[src/rtl/cache_mem_arbiter.sv]
// cache_mem_arbiter: shares one cacheline adaptor between icache and dcache.
// Optional macro ARB_ROUND_ROBIN_EN: alternate ties using last_served.
module cache_mem_arbiter #(
    parameter int ADDR_W = 32,
    parameter int LINE_W = 256
) (
    input  logic              clk,
    input  logic              rst,
    input  logic              i_pmem_read,
    input  logic [ADDR_W-1:0] i_pmem_address,
    output logic [LINE_W-1:0] i_pmem_rdata,
    output logic              i_pmem_resp,
    input  logic              d_pmem_read,
    input  logic              d_pmem_write,
    input  logic [ADDR_W-1:0] d_pmem_address,
    input  logic [LINE_W-1:0] d_pmem_wdata,
    output logic [LINE_W-1:0] d_pmem_rdata,
    output logic              d_pmem_resp,
    output logic              ca_read,
    output logic              ca_write,
    output logic [ADDR_W-1:0] ca_address,
    output logic [LINE_W-1:0] ca_wdata,
    input  logic [LINE_W-1:0] ca_rdata,
    input  logic              ca_resp
);

    typedef enum logic [1:0] {
        IDLE    = 2'd0,
        SERVE_I = 2'd1,
        SERVE_D = 2'd2
    } state_t;

    state_t r_state;
    state_t w_next;
    logic   r_last_served;
    logic   w_i_req;
    logic   w_d_req;
    logic   w_pick_d;

    assign w_i_req = i_pmem_read;
    assign w_d_req = d_pmem_read | d_pmem_write;

`ifdef ARB_ROUND_ROBIN_EN
    assign w_pick_d = ~r_last_served;
`else
    assign w_pick_d = 1'b1;
`endif

    // Read data is broadcast; resp tells each cache when it is theirs.
    assign i_pmem_rdata = ca_rdata;
    assign d_pmem_rdata = ca_rdata;

    // State register and record of which cache finished last.
    always_ff @(posedge clk) begin
        if (rst) begin
            r_state       <= IDLE;
            r_last_served <= 1'b0;
        end else begin
            r_state <= w_next;
            if (ca_resp && r_state == SERVE_I)
                r_last_served <= 1'b0;
            else if (ca_resp && r_state == SERVE_D)
                r_last_served <= 1'b1;
            else
                r_last_served <= r_last_served;
        end
    end

    // Arbitrate in IDLE; hold the grant until the adaptor responds.
    always_comb begin
        w_next = r_state;
        unique case (r_state)
            IDLE: begin
                if (w_i_req && w_d_req)
                    w_next = w_pick_d ? SERVE_D : SERVE_I;
                else if (w_d_req)
                    w_next = SERVE_D;
                else if (w_i_req)
                    w_next = SERVE_I;
            end
            SERVE_I, SERVE_D: begin
                if (ca_resp)
                    w_next = IDLE;
            end
            default: w_next = IDLE;
        endcase
    end

    // Route the granted cache onto the adaptor port.
    always_comb begin
        ca_read     = 1'b0;
        ca_write    = 1'b0;
        ca_address  = '0;
        ca_wdata    = '0;
        i_pmem_resp = 1'b0;
        d_pmem_resp = 1'b0;
        unique case (r_state)
            SERVE_I: begin
                ca_read     = i_pmem_read;
                ca_address  = i_pmem_address;
                i_pmem_resp = ca_resp;
            end
            SERVE_D: begin
                ca_read     = d_pmem_read;
                ca_write    = d_pmem_write;
                ca_address  = d_pmem_address;
                ca_wdata    = d_pmem_wdata;
                d_pmem_resp = ca_resp;
            end
            default: ;
        endcase
    end

endmodule

[config.mk]
export PLATFORM = sky130hd
export DESIGN_NAME = cache_mem_arbiter
export DESIGN_NICKNAME = d
export VERILOG_FILES = /design/src/rtl/cache_mem_arbiter.sv
export SDC_FILE = /design/constraint.sdc
export NUM_CORES = 1
export LEC_CHECK = 0
export BUFFER_PORTS_ARGS = -buffer_cell sky130_fd_sc_hd__buf_4
export CAP_MARGIN = 10
export CORE_AREA = 2 2 538 540
export DETAILED_ROUTE_END_ITERATION = 8
export DIE_AREA = 0 0 540 542
export HOLD_SLACK_MARGIN = 0.06
export PLACE_DENSITY_LB_ADDON = 0.3
export SLEW_MARGIN = 20
export SYNTH_ARGS = -nofsm -noshare
export SYNTH_HDL_FRONTEND = slang
export SYNTH_SLANG_ARGS = --single-unit
[constraint.sdc]
create_clock -name clk -period 1.3 [get_ports clk]
set_input_delay 0.26 -clock clk [delete_from_list [all_inputs] [get_ports clk]]
set_output_delay 0.26 -clock clk [all_outputs]
set_load 0.005 [all_outputs]
==> metrics.txt <==
Setup Skew between 0.7 and 0.8 ps; GRT Util Overall roughly an eighth; Pint 0.00484 W; final wirelength 199,000 µm; final hold violations 0; top-area cell type share of the netlist area 61.6%; Largest regs r_state x2; sequential-to-total area share from yosys stat less than 1%; WL/cell slightly above 40 µm; die area ~0.3 mm²; die width 540 µm; Leak roughly 5.3 nW; Crit Path Class reg2out; Clock power frac under 10%; largest net degree at the start of global routing 38; syn avg cell area between 7 and 8 µm²; Non-Filler Instances 4,868; Post-synth ARST share 0%; sw frac 41.1%; DRC viols 0; global-route wire length before repair about 220,000 µm; net count after synthesis between 1k and 1.5k; Iter 0 DRT Violations about 370; CP startpoint kind flip-flop; power density cells 556 mW/mm²; Die Y about 540 µm; Post-synth EDFFs 0; CTS H-tree depth 1; DR pass1 iterations 5; share of cells above drive strength 1 88.9%; max reg flops 2; top post-synthesis cells by count buf_4, and2_1, nor2b_1; CP max FO 5; Reg clk slew, reported paths 30 ps; Clock Path Buffers 2; Worst-Margin Slew between 200 and 250 ps; Critical Path RT between 1000 and 1500 ps; critical path capture point type primary output; Pins Over Slew Limit 0; Placer Congestion approximately 0.73; max-cap viol count 0; post-route ant nets 0; Post-DP HPWL roughly 190,000 µm; Synth Cell Area approximately 0.0063 mm²; Slew headroom a little over four fifths; period utilisation layout 151%; total grt overflow 0; worst path arrival time 1700 ps; Via Count between 7k and 8k; Nets around 1.6k; VDD IR max 0.000259 V; worst hold path type in2reg; CTS tree built; share of total power in combinational logic about 93%; DR vias/cell ~1.6; fill count between 30k and 40k; I/O pin count approximately 1.4k; clock sink count 2; Flop pwr share about 1%; Biggest register r_state; max frequency ~0.51 GHz; IO Port Bufs about 620; Initial Util under 10%; TritonCTS buffer count 3; flops & latches, synth 2; violated checks setup timing; synth warn 0; status complete, but fails checks; min cycle time layout roughly 2000 ps; P&R area growth vs syn 136%; top cell type by total area after synthesis buf_4; RSZ-0062 raised after global routing true; count of final setup violators 294; initial antenna violation count around 230; clk root buf clkbuf_16; number of global-route vias before repair a little over 7k; Synth Flop Type dfxtp_1; Core Util, Final a little over 5%; row cnt about 200; dpl cells 4,775; count leader, synth buf_4; Distinct cells, synth 17; Psw approximately 0.0034 W; PnR worst setup slack -665 ps; Mapped Cells just under 900; Clk Latency, worst-skew pair between 200 and 250 ps; top post-synthesis cells by area buf_4, and2_1, a22oi_1; core area about 0.29 mm²; Post-CTS Hold Buffers 0
area by class of cell:
type	count	area, µm²	share of cell area, %
diodes	45	113	0.762
clock buffers	3	75.1	0.508
inverters	2	12.5	0.0846
multi-input cells	338	2830	19.1
flip-flops and latches	2	47.5	0.322
well taps	3781	4730	32.0
repair buffers	697	6970	47.2
cell usage in the layout (no fill, tap or decap):
cell type,Yosys,final
ha_4,0,3
and2_4,0,183
a21oi_2,0,1
and2_1,259,76
buf_16,0,18
nor2b_4,0,5
buf_6,2,194
nand2b_4,0,1
nor2b_2,0,10
a21oi_1,3,2
nor3_1,1,1
buf_8,0,33
buf_12,0,17
nand3b_1,1,1
diode_2,0,45
a22oi_2,0,18
nor2_1,1,1
a22oi_1,33,15
nor2b_1,35,20
clkbuf_16,0,14
inv_4,0,2
o21ai_2,0,1
dfxtp_4,0,2
buf_4,514,424
worst max-delay path, cell delays in order, from the launching register on:
cell and delay [ps]:
dfxtp_4 350, inv_4 40, ha_4 180, buf_12 150, buf_12 130, buf_16 140, buf_16 160, and2_4 140
buf_8 130
power by group through the flow:
stage	Sequential (W)	Clock (W)	Combinational, W
4_1_cts	0.0000834	0.000468	0.00714
2_1_floorplan	0.0000771	0	0.00258
5_1_grt	0.0000850	0.000480	0.00823
6_report	0.0000841	0.000466	0.00767
3_5_place_dp	0.0000828	0	0.00543
3_3_place_gp	0.0000808	0	0.00542
through the flow:
step	hold slack [ps]	power, W	area, µm²	setup WS (ps)	TNS, ps
5_1_grt	211	0.00880	14700	-744	-186510
6_report	202	0.00822	14800	-665	-170100
3_5_place_dp	435	0.00551	12000	-506	-115900
2_1_floorplan	322	0.00266	6300	-9.98	-194
4_1_cts	207	0.00769	13700	-697	-169450
3_3_place_gp	422	0.00550	12000	-462	-106050
kinds of logic (layout without fill, tap and decap cells):
family                   count (synthesis)  in the layout  share of synthesized area (%)
buffers and inverters                  553            702                           64.8
AND/OR/NAND/NOR                        298            298                           29.7
AO/OA/AOI/OAI                           37             37                           4.27
adder cells (fa/ha/maj)                  3              3                          0.599
flip-flops                               2              2                          0.639
other                                    0             45                              0
layer usage:
layer / track usage, % / share of wire [%] / up-vias
li1: - / - / 2600
met1: 8.07 / 23 / 2999
met2: 18.2 / 40 / 1472
met3: 21.5 / 33 / 413
met4: 2.05 / 2.2 / 238
met5: 0.575 / 0.91 / -
path summary, 6_finish.rpt:
kind / startpoint / end / slack (ps) / cells after the start
max: r_state[0] / ca_wdata[105] / -660 / 8
min: rst / r_state[1] / 200 / 2
max reg2reg: r_state[1] / r_state[0] / -230 / 8
min reg2reg: r_state[1] / r_state[1] / 520 / 2
repair_timing:
action / CTS / global route
setup endpoints to repair: 294 / 294
resized for setup: 354 / 188
cloned: 10 / 15
pin swaps: 8 / 10
buffers inserted: 18 / 16
(Power assumes the default switching activity.)
